File: config.mk
export PLATFORM = sky130hd
export DESIGN_NAME = mem_stage_dcache
export DESIGN_NICKNAME = d
export VERILOG_FILES = /design/src/rtl/mem_stage_dcache.sv
export SDC_FILE = /design/constraint.sdc
export NUM_CORES = 1
export LEC_CHECK = 0
export ABC_CLOCK_PERIOD_IN_PS = 15720
export CORE_ASPECT_RATIO = 0.8
export CORE_UTILIZATION = 50
export DETAILED_ROUTE_END_ITERATION = 7
export PLACE_DENSITY = 0.79
export SETUP_SLACK_MARGIN = 0.3
export SLEW_MARGIN = 20
export SYNTH_ARGS = -nofsm -noshare
export SYNTH_HDL_FRONTEND = slang
export SYNTH_SLANG_ARGS = --single-unit
File: constraint.sdc
create_clock -name clk -period 15.72 [get_ports clk]
set_input_delay 3.93 -clock clk [delete_from_list [all_inputs] [get_ports clk]]
set_output_delay 3.93 -clock clk [all_outputs]
set_load 0.005 [all_outputs]
File: src/rtl/mem_stage_dcache.sv
// MEM-stage data cache: direct-mapped, one 32-bit word per line,
// write-through with no write-allocate, backed by a slow main memory
// through a req/ack handshake. Drives the pipeline-wide advance signal
// (hit) and resolves branches (PCSrc).
`timescale 1ns/1ps
module mem_stage_dcache #(
    parameter int INDEX_BITS = 4,
    localparam int TAG_BITS = 30 - INDEX_BITS
) (
    input  logic        clk,
    input  logic        rst,
    input  logic        MemRead,
    input  logic        MemWrite,
    input  logic        Branch,
    input  logic        zeroFlag,
    input  logic [31:0] ALUResult,
    input  logic [31:0] readDataTwo,
    output logic [31:0] readData,
    output logic        hit,
    output logic        PCSrc,
    output logic        mem_req,
    output logic        mem_we,
    output logic [29:0] mem_addr,
    output logic [31:0] mem_wdata,
    input  logic [31:0] mem_rdata,
    input  logic        mem_ack,
    output logic [15:0] missCount
);

    localparam int LINES = 1 << INDEX_BITS;

    typedef enum logic [1:0] {
        IDLE    = 2'd0,
        RD_WAIT = 2'd1,
        WR_WAIT = 2'd2,
        DONE    = 2'd3
    } state_t;

    state_t                state_r;
    state_t                nextState_s;

    logic [LINES-1:0]      valid_r;
    logic [TAG_BITS-1:0]   tagArr_r  [LINES];
    logic [31:0]           dataArr_r [LINES];

    logic [31:0]           readData_r;
    logic [15:0]           missCount_r;
    logic                  memReq_r;
    logic                  memWe_r;
    logic [29:0]           memAddr_r;
    logic [31:0]           memWdata_r;

    logic [29:0]           wordAddr_s;
    logic [INDEX_BITS-1:0] index_s;
    logic [TAG_BITS-1:0]   tag_s;
    logic                  lookupHit_s;
    logic                  startRead_s;
    logic                  startWrite_s;
    logic                  ackSeen_s;
    logic                  unusedAddrBits_s;

    // Byte offset within the word plays no part in the lookup.
    assign unusedAddrBits_s = ^ALUResult[1:0];

    // Branch resolution is independent of the cache state.
    assign PCSrc = Branch & zeroFlag;

    // In IDLE the live EX/MEM address is looked up; while waiting the
    // captured request address is used so fill/update targets the right line.
    always_comb begin
        if (state_r == IDLE) begin
            wordAddr_s = ALUResult[31:2];
        end else begin
            wordAddr_s = memAddr_r;
        end
    end

    assign index_s     = wordAddr_s[INDEX_BITS-1:0];
    assign tag_s       = wordAddr_s[29:INDEX_BITS];
    assign lookupHit_s = valid_r[index_s] & (tagArr_r[index_s] == tag_s);

    // A simultaneous read and write request is handled as a write.
    assign startWrite_s = (state_r == IDLE) & MemWrite;
    assign startRead_s  = (state_r == IDLE) & MemRead & ~MemWrite & ~lookupHit_s;
    assign ackSeen_s    = ((state_r == RD_WAIT) | (state_r == WR_WAIT)) & mem_ack;

    // State register.
    always_ff @(posedge clk) begin
        if (rst) begin
            state_r <= IDLE;
        end else begin
            state_r <= nextState_s;
        end
    end

    // Next-state logic; acks outside the wait states are ignored.
    always_comb begin
        nextState_s = state_r;
        case (state_r)
            IDLE: begin
                if (MemWrite) begin
                    nextState_s = WR_WAIT;
                end else if (MemRead && !lookupHit_s) begin
                    nextState_s = RD_WAIT;
                end else begin
                    nextState_s = IDLE;
                end
            end
            RD_WAIT: begin
                if (mem_ack) begin
                    nextState_s = DONE;
                end else begin
                    nextState_s = RD_WAIT;
                end
            end
            WR_WAIT: begin
                if (mem_ack) begin
                    nextState_s = DONE;
                end else begin
                    nextState_s = WR_WAIT;
                end
            end
            DONE:    nextState_s = IDLE;
            default: nextState_s = IDLE;
        endcase
    end

    // Advance signal and load data: zero-latency on an IDLE read hit,
    // captured fill data otherwise.
    always_comb begin
        hit      = 1'b1;
        readData = readData_r;
        if (rst) begin
            hit      = 1'b1;
            readData = readData_r;
        end else begin
            case (state_r)
                IDLE: begin
                    if (MemWrite) begin
                        hit = 1'b0;
                    end else if (MemRead && !lookupHit_s) begin
                        hit = 1'b0;
                    end else if (MemRead) begin
                        hit      = 1'b1;
                        readData = dataArr_r[index_s];
                    end else begin
                        hit = 1'b1;
                    end
                end
                RD_WAIT: hit = 1'b0;
                WR_WAIT: hit = 1'b0;
                DONE:    hit = 1'b1;
                default: hit = 1'b1;
            endcase
        end
    end

    // Backing-memory request registers: captured at request start and held
    // stable until the ack, so the memory sees a constant transaction.
    always_ff @(posedge clk) begin
        if (rst) begin
            memReq_r   <= 1'b0;
            memWe_r    <= 1'b0;
            memAddr_r  <= 30'd0;
            memWdata_r <= 32'd0;
        end else if (startWrite_s || startRead_s) begin
            memReq_r   <= 1'b1;
            memWe_r    <= startWrite_s;
            memAddr_r  <= ALUResult[31:2];
            memWdata_r <= readDataTwo;
        end else if (ackSeen_s) begin
            memReq_r   <= 1'b0;
            memWe_r    <= 1'b0;
        end
    end

    assign mem_req   = memReq_r;
    assign mem_we    = memWe_r;
    assign mem_addr  = memAddr_r;
    assign mem_wdata = memWdata_r;

    // Valid bits: cleared by reset, set when a read fill completes.
    always_ff @(posedge clk) begin
        if (rst) begin
            valid_r <= '0;
        end else if ((state_r == RD_WAIT) && mem_ack) begin
            valid_r[index_s] <= 1'b1;
        end
    end

    // Tag/data storage: fill on read ack, update in place on a store hit
    // (stores to absent lines do not allocate).
    always_ff @(posedge clk) begin
        if (!rst && (state_r == RD_WAIT) && mem_ack) begin
            tagArr_r[index_s]  <= tag_s;
            dataArr_r[index_s] <= mem_rdata;
        end else if (!rst && (state_r == WR_WAIT) && mem_ack && lookupHit_s) begin
            dataArr_r[index_s] <= memWdata_r;
        end
    end

    // Captured load data presented in DONE.
    always_ff @(posedge clk) begin
        if (rst) begin
            readData_r <= 32'd0;
        end else if ((state_r == RD_WAIT) && mem_ack) begin
            readData_r <= mem_rdata;
        end
    end

    // Saturating read-miss counter.
    always_ff @(posedge clk) begin
        if (rst) begin
            missCount_r <= 16'd0;
        end else if (startRead_s && (missCount_r != 16'hFFFF)) begin
            missCount_r <= missCount_r + 16'd1;
        end
    end

    assign missCount = missCount_r;

endmodule

After elaboration in Yosys (flattened, before gate mapping):

Memories as Yosys holds them, arrays and structs flattened.
Cells that the tools add are included.

* add/subtract/negate cells: 1
* $lt $le $gt $ge: 2
* eq/ne operators: 5
* muxes and demuxes: 28
* bitwise gates (word level): 12
* reduce and logical (&&, ||, !) cells: 15

Operators with widths (number)
* 32-bit two-way mux: 6
* 30-bit two-way mux: 1
* 26-bit == test: 1
* 16-bit by 1-bit adder with 16-bit output, second input constant: 1
* 16-bit inequality test, second input constant: 1
* 16-bit bitwise OR: 1
* 1-bit two-way mux: 15
* 1-bit logical AND: 9
* 2-bit one-hot mux with 4 select lines: 1
* 1-bit bitwise AND: 7
* 4-bit by 5-bit less-than comparator with 1-bit output, second input constant: 1
* 1-bit binary-select mux with 4-bit select: 1
* 1-bit demux with 4-bit select: 1
* 2-bit == test, second input constant: 2
* 4-bit by 1-bit greater-or-equal comparator with 1-bit output, second input constant: 1
* 2-bit two-way mux: 2
* 1-bit one-hot mux with 3 select lines: 1
* 2-bit by 1-bit == test with 1-bit output, second input constant: 1
* 1-bit zero test: 2
* 2-bit zero test: 1
* 1-bit inverter: 2
* 1-bit bitwise OR: 2
* 2-bit nonzero test: 1
* 2-bit OR reduction: 1
* 1-bit logical OR: 1

* flip-flop bits (word level): 130
* RAM bits: 928
* logic and storage cells: 73
* memories kept: 2

Memory list
* dataArr_r: words 16, width 32, read ports 1, clocked after Yosys merged registers in 0, write ports 1, line 44 `logic [31:0] dataArr_r [LINES];`
* tagArr_r: words 16, width 26, read ports 1, clocked after Yosys merged registers in 0, write ports 1, line 43 `logic [TAG_BITS-1:0] tagArr_r [LINES];`

Longest topological paths before layout:

Gate-level depths: netlist of run 1.

* depth in word-level cells: 11
* depth in mapped cells: 18
* depth with buffers taken out: 12

Least setup slack after synthesis of run 1:

Ideal clock, no wire load.

* path type: input to output
* start: input port ALUResult[2]
* end: output port readData[10]
* data arrival time: 6.630 ns
* data required time: 11.790 ns
* setup slack: 5.160 ns
* stages on the path: 14
* path through: or3b_1 buf_2 buf_2 buf_2 a21o_1 a41oi_1 nor4_1 xnor2_1 nand4_1 nor4_2 and3_4 nand3_4 buf_6 mux2_1

* cells in the longest elaborated chain, start to end: 10
* elaborated cells between the ends (all ways): 14

RTL lines
* from (decl): line 16 `input logic [31:0] ALUResult,`
* 30-bit two-way mux *: line 71 `if (state_r == IDLE) begin`
* memory read 16 x 26 bit / 1-bit binary-select mux with 4-bit select (equally long branches)
* 26-bit == test / 1-bit two-way mux (equally long branches): line 80 `assign lookupHit_s = valid_r[index_s] & (tagArr_r[index_s] == tag_s);`
* 1-bit bitwise AND: line 80
* 1-bit zero test: line 141 `end else if (MemRead && !lookupHit_s) begin`
* 1-bit logical AND: line 141
* 32-bit two-way mux *: line 141
* 32-bit two-way mux *: line 139 `if (MemWrite) begin`
* 32-bit two-way mux *: line 137 `case (state_r)`
* 32-bit two-way mux *: line 133 `if (rst) begin`
* to (decl): line 18 `output logic [31:0] readData,`

Mark *: on every way between the ends. The rest lies on a longest branch, timed or not. The select of a mux whose other input is x is not followed.

Final worst setup path of run 1:

* start: input port ALUResult[3]
* end: output port readData[1]

Same word-level chain as after synthesis.

==> flow_summary.yaml, run 1 <==
outcome:
  outcome: "finished clean"
clock_tree:
  cts.sinks: 1058
  clk_pin_slew_worst_paths_ns: 0.06
  cts_buffer_depth: 3
  cts_tree: "done"
  cts.hold.buffers_added: 0
  cts_resized: 0
  clk_latency_ns: 0.69
  htreeDepth: 3
  root_buffer: "clkbuf_16"
  cts_made_buffers: 98
  cts_setup_buffers: 0
synthesis:
  yosys_warnings: 0
  synthTopCellsByArea: "edfxtp_1 (66%), mux4_2 (8.7%), dfxtp_1 (6.2%), a21o_1 (3.7%), nand2_1 (2.2%)"
  synth_ff_type: "edfxtp_1"
  synth_most_common_cell: "edfxtp_1"
  synth_edf_count: 928
  synth.top_cells.by_count: "edfxtp_1 (928), nand2_1 (247), a21o_1 (207)"
  yosysSeqAreaShare_pct: 72.1
  synth_area_leader_cell: "edfxtp_1"
  postSynthAreaPerCell_um2: 17.1
  yosysTopAreaCellShare_pct: 65.9
  synth_area_um2: 42300
  synthArstFlopShare_pct: 0
  syn_inst: 2470
  yosysUniqueCellTypes: 65
  synth_nets: 2579
  ys_ff_latch: 1058
min_path:
  hold_path_depth: 2
  hold_class: "flop to flop"
  hp-start: "readData_r[0]"
placement:
  gp_congestion: 0.818
  detailed_place_hpwl_um: 56800
  port_buffers: 214
  placed_area_um2: 45800
layout:
  final_core_util_pct: 59.3
  regArea_um2: 30500
  fin_area_um2: 49200
  fill_cells: 5692
  fin_nets: 2792
  multi_input_area_um2: 11200
  diodes: 0
  final_layout_size_suffix_gt1_share_pct: 18.1
  syn2layout_area_growth_pct: 16.3
timing:
  hold_violations: 0
  rsz0062_at_grt: "false"
  drv_slew: 0
  worst_pin_slew_ns: 1.29
  finalCriticalPeriod_ns: 14.23
  tns_ns: 0
  setup_viol: 0
  finalClockSkew_ns: 0.0404
  slew_headroom_pct: 14.3
  fmax_mhz: 70.3
  post-route-period-util_pct: 90.5
pwr:
  power.switching_mw: 1.51
  peakVddDrop_uv: 89.3
  p_int_mw: 4.88
  leakage_nw: 16.3
  p_per_area_nw_per_um2: 130
  p_sw_share_pct: 23.6
  p_seq_share_pct: 49.1
  clkPwrFrac_pct: 39.2
  combPwrFrac_pct: 11.8
  finalPower_mw: 6.39
floorplanning:
  core_area_um2: 82900
  dieArea_um2: 85700
  rows: 94
  io_pins: 217
  die_w_um: 327
  die_h_um: 262
  start_util_pct: 51.0
worst_setup_path:
  cp_top_family: "simple AND/OR/NAND/NOR gates"
  required_ns: 11.79
  max_stage_delay_ns: 0.92
  crit_type: "input port to output port"
  crit_chain: "clkdlybuf4s50_1 -> or3b_1 -> buf_4 -> a21o_1 -> o2111ai_1 -> a2111oi_0 -> xnor2_1 -> nand4_1 -> nor4_2 -> buf_4 -> and3_4 -> nand3_4 -> mux2_1 -> clkdlybuf4s50_1"
  crit_cells: 14
  cp.buffers_inverters: 4
  cp_max_fo: 32
  worstRegToRegCells: 17
  reg2reg_from: "state_r[1]"
  cp-end-kind: "output port"
  cpMaxStageDelayCell: "or3b_1"
  crit_path_start: "ALUResult[3]"
  start_kind: "input port"
  cp.arrival_ns: 10.30
route:
  drc: 0
  vias_per_cell: 6.37
  num_vias: 24700
  drt_iter0_drc: 3441
  first_pass_iters: 5
  post_drt_wl_per_cell_um: 27.7
  drt_wl_total_um: 107000
  ant_nets: 0
global_route:
  grt.overflow.total: 0
  grt_pass1_wl_um: 157000
  grt_pass1_vias: 24800
  grt_max_degree: 172
  grt_use_total_pct: 24.8
  antenna_found_initial: 0
run:
  maxCapViolCount: 0
state kept, by name (all words and copies together), names as in the netlist:
register / cells
dataArr_r: 512
tagArr_r: 416
mem_wdata: 32
readData_r: 32
mem_addr: 30
missCount: 16
valid_r: 16
state_r: 2
mem_req: 1
mem_we: 1
cells in the final DEF (no fill, tap or decap), types with 15 or more instances in the layout:
cell type	netlist	layout
nor4_1	18	18
clkinv_2	0	26
clkdlybuf4s50_1	0	213
o22ai_1	35	35
dfxtp_1	130	130
nor2_1	75	43
buf_4	7	61
mux2i_1	72	72
mux2_1	37	37
clkbuf_16	0	100
a21oi_1	46	45
mux2_2	58	58
a21o_1	207	206
nand2_1	247	246
bufinv_16	0	15
edfxtp_1	928	928
a41oi_1	40	40
o21ai_0	19	17
clkbuf_1	82	16
a22oi_1	74	74
mux4_2	163	163
nor2_4	0	19
xnor2_1	23	23
worst register-to-register path, stage by stage (launching register included):
cell and delay (ns):
dfxtp_1 0.33, inv_1 0.12, ha_2 0.65, buf_4 0.55, nand3b_1 0.21, buf_4 0.59, and2_1 0.57, o2111ai_1 0.16
a2111oi_0 0.68, xnor2_1 0.34, nand4_1 0.18, nor4_2 0.43, buf_4 0.24, nand3_2 0.21, a21boi_4 0.38, buf_4 0.51
buf_4 0.69, mux2i_1 0.38
through the flow:
step                      cells  hold slack, ns  setup WS [ns]
after global routing       3872           0.470           1.35
after floorplan            2470           0.421           5.16
after global placement     3687           0.427           1.87
final                      3872           0.458           1.49
after detailed placement   3687           0.440           1.74
after CTS                  3872           0.457           1.68
routing by layer:
layer | routed length (µm) | vias up | part of all wire [%] | track usage [%]
met3 | 12400 | 248 | 12 | 4.85
li1 | - | 10300 | - | -
met2 | 51000 | 1684 | 48 | 40.2
met1 | 40600 | 12500 | 38 | 33.9
met5 | 0 | - | 0 | 0
met4 | 3160 | 0 | 2.9 | 8.48
worst paths after layout:
path / to / slack, ns
setup / recovery: readData[1] / 1.49
hold / removal: readData_r[0] / 0.46
setup reg to reg: mem_wdata[8] / 8.44
hold reg to reg: readData_r[0] / 0.46
power groups by stage:
stage | clock (mW) | combinational, mW | sequential [mW]
finish | 2.50 | 0.751 | 3.13
global route | 2.62 | 0.791 | 3.14
CTS | 2.52 | 0.743 | 3.13
detailed placement | 0 | 0.735 | 3.19
global placement | 0 | 0.715 | 3.19
floorplan | 0 | 0.483 | 3.19
logic make-up (layout without fill, tap and decap cells):
family / after synthesis / in the layout / synth area share (%)
XOR/XNOR: 23 / 23 / 0.476
AND/OR/NAND/NOR: 420 / 420 / 4.49
flip-flops: 1058 / 1058 / 72.1
buffers and inverters: 170 / 468 / 1.88
multiplexers: 332 / 332 / 13.0
AO/OA/AOI/OAI: 461 / 461 / 7.91
adder cells (fa/ha/maj): 6 / 6 / 0.178
cell type report:
type,count,share of cell area [%]
Sequential cell,1058,62.0
Tap cell,1104,2.81
Clock inverter,62,1.52
Timing Repair Buffer,278,5.38
Multi-Input combinational cell,1242,22.9
Clock buffer,123,5.41
Inverter,5,0.0433
(Power assumes the default switching activity.)
==> run 2: changes to the inputs <==
--- a/config.mk
+++ b/config.mk
@@ -8,6 +8,7 @@
 export ABC_CLOCK_PERIOD_IN_PS = 15720
 export CORE_ASPECT_RATIO = 0.8
 export CORE_UTILIZATION = 50
+export CTS_BUF_LIST = sky130_fd_sc_hd__clkbuf_2 sky130_fd_sc_hd__clkbuf_4 sky130_fd_sc_hd__clkbuf_8
 export DETAILED_ROUTE_END_ITERATION = 7
 export PLACE_DENSITY = 0.79
 export SETUP_SLACK_MARGIN = 0.3
==> constraint.sdc (replaced) <==
create_clock -name clk -period 15.72 [get_ports clk]
set_input_delay 3.93 -clock clk [delete_from_list [all_inputs] [get_ports clk]]
set_output_delay 3.93 -clock clk [all_outputs]
set_load 0.05 [all_outputs]
==> flow_summary.yaml, run 2 (synthesis gave the netlist of run 1 again) <==
outcome:
  outcome: "finished clean"
layout:
  regMostFlops: "dataArr_r"
  layout_commonest_cell: "edfxtp_1"
  final_layout_size_suffix_gt1_share_pct: 21.1
  fill_cells: 5755
  final_cell_mix: "edfxtp_1 (928), nand2_1 (246), clkdlybuf4s50_1 (213)"
  fin_nets: 2851
  syn2layout_area_growth_pct: 15.8
  reg.largest.list: "dataArr_r (512), tagArr_r (416)"
  largest_reg_flops: 512
pwr:
  peakVddDrop_uv: 70.5
  p_int_mw: 4.63
  finalPower_mw: 6.22
  leakage_nw: 16.3
  clkPwrFrac_pct: 36.5
  combPwrFrac_pct: 13.1
  p_seq_share_pct: 50.4
  p_per_area_nw_per_um2: 127
  power.switching_mw: 1.59
  p_sw_share_pct: 25.6
placement:
  port_buffers: 214
  detailed_place_hpwl_um: 57000
  gp_congestion: 0.832
  preCtsSetupSlack_ns: 2.01
floorplanning:
  die_h_um: 262
  core_area_um2: 82900
  rows: 94
  start_util_pct: 51.0
  io_pins: 217
  die_w_um: 327
  dieArea_um2: 85700
clock_tree:
  cts_setup_buffers: 0
  root_buffer: "clkbuf_8"
  clk_latency_ns: 0.85
  htreeDepth: 4
  cts_tree: "done"
  cts.sinks: 1058
  cts.hold.buffers_added: 0
  clk_pin_slew_worst_paths_ns: 0.06
  cts_made_buffers: 157
  cts_buffer_depth: 3
  cts_resized: 0
run:
  maxCapViolCount: 0
worst_setup_path:
  required_ns: 11.79
  start_kind: "input port"
  worstRegToRegCells: 17
  cp-end-kind: "output port"
  cp.arrival_ns: 9.89
  crit_type: "input port to output port"
  cp_max_fo: 114
route:
  drc: 0
  drt_iter0_drc: 2921
  num_vias: 24600
  drt_wl_total_um: 105000
  ant_nets: 0
  vias_per_cell: 6.19
  first_pass_iters: 7
  post_drt_wl_per_cell_um: 26.4
timing:
  drv_slew: 0
  hold_slack_ns: 0.452
  hold_violations: 0
  finalCriticalPeriod_ns: 13.82
  fmax_mhz: 72.4
  finalClockSkew_ns: 0.0486
  post-route-period-util_pct: 87.9
  slew_headroom_pct: 10.6
  tns_ns: 0
  worst_pin_slew_ns: 1.34
  rsz0062_at_grt: "false"
  setup_viol: 0
  final.setup.worst_slack_ns: 1.90
global_route:
  antenna_found_initial: 2
  grt_max_degree: 172
  grt_use_total_pct: 24.4
  grt.overflow.total: 0
  grt_pass1_vias: 24800
  grt_pass1_wl_um: 154000
min_path:
  hold_path_depth: 1
  hold_class: "flop to flop"
-- run 2: cell types whose count changed in the layout (fill, tap and decap cells not counted), sizes merged --
cell	previous run	this run
bufinv	15	3
clkbuf	123	232
clkinv	42	37
clkinvlp	2	0
diode	0	1
inv	8	18
-- run 2: metrics by stage --
| step | cell area, µm² | util, % | instances |
|---|---|---|---|
| floorplan | 42300 | - | 2470 |
| global placement | 45800 | 55.2 | 3687 |
| detailed placement | 45800 | 55.2 | 3687 |
| CTS | 49000 | 59.0 | 3972 |
| global route | 49000 | 59.0 | 3973 |
| finish | 49000 | 59.0 | 3973 |
-- run 2: final cells by class --
cell class | count | area [µm²] | area share [%]
multi-input cells | 1242 | 11200 | 23.0
clock buffers | 232 | 2770 | 5.67
repair buffers | 278 | 2640 | 5.40
inverters | 5 | 21.3 | 0.0434
clock inverters | 53 | 432 | 0.882
well taps | 1104 | 1380 | 2.82
flip-flops and latches | 1058 | 30500 | 62.2
diodes | 1 | 2.50 | 0.00511
-- run 2: final timing paths --
| check | slack [ns] | to | startpoint |
|---|---|---|---|
| max | 1.90 | readData[1] | ALUResult[2] |
| min reg2reg | 0.45 | valid_r[8] | valid_r[8] |
| max reg2reg | 8.61 | mem_wdata[24] | state_r[0] |
| min | 0.45 | valid_r[8] | valid_r[8] |
-- run 2: critical path, stage by stage --
cell,delay [ns]
clkdlybuf4s50_1,0.54
mux2i_4,0.23
buf_12,0.65
a21boi_1,0.81
a22o_1,0.27
nor4_1,0.07
xnor2_1,0.30
nand4_1,0.22
nor4_2,0.20
buf_4,0.22
and3_4,0.36
nand3_4,0.59
mux2_1,0.66
clkdlybuf4s50_1,0.74
-- run 2: power groups by stage --
stage                     sequential, mW  clock, mW  combinational [mW]
after floorplan                     3.25          0               0.492
after global placement              3.19          0               0.784
after detailed placement            3.19          0               0.806
after CTS                           3.13       2.29               0.811
after global routing                3.14       2.40               0.859
final                               3.13       2.27               0.816
-- run 2: per-layer routing --
layer	global-route usage, %	share of wire [%]
met5	0	0
met4	8.15	2.5
met3	6.27	12
met2	38.9	48
met1	33.0	38
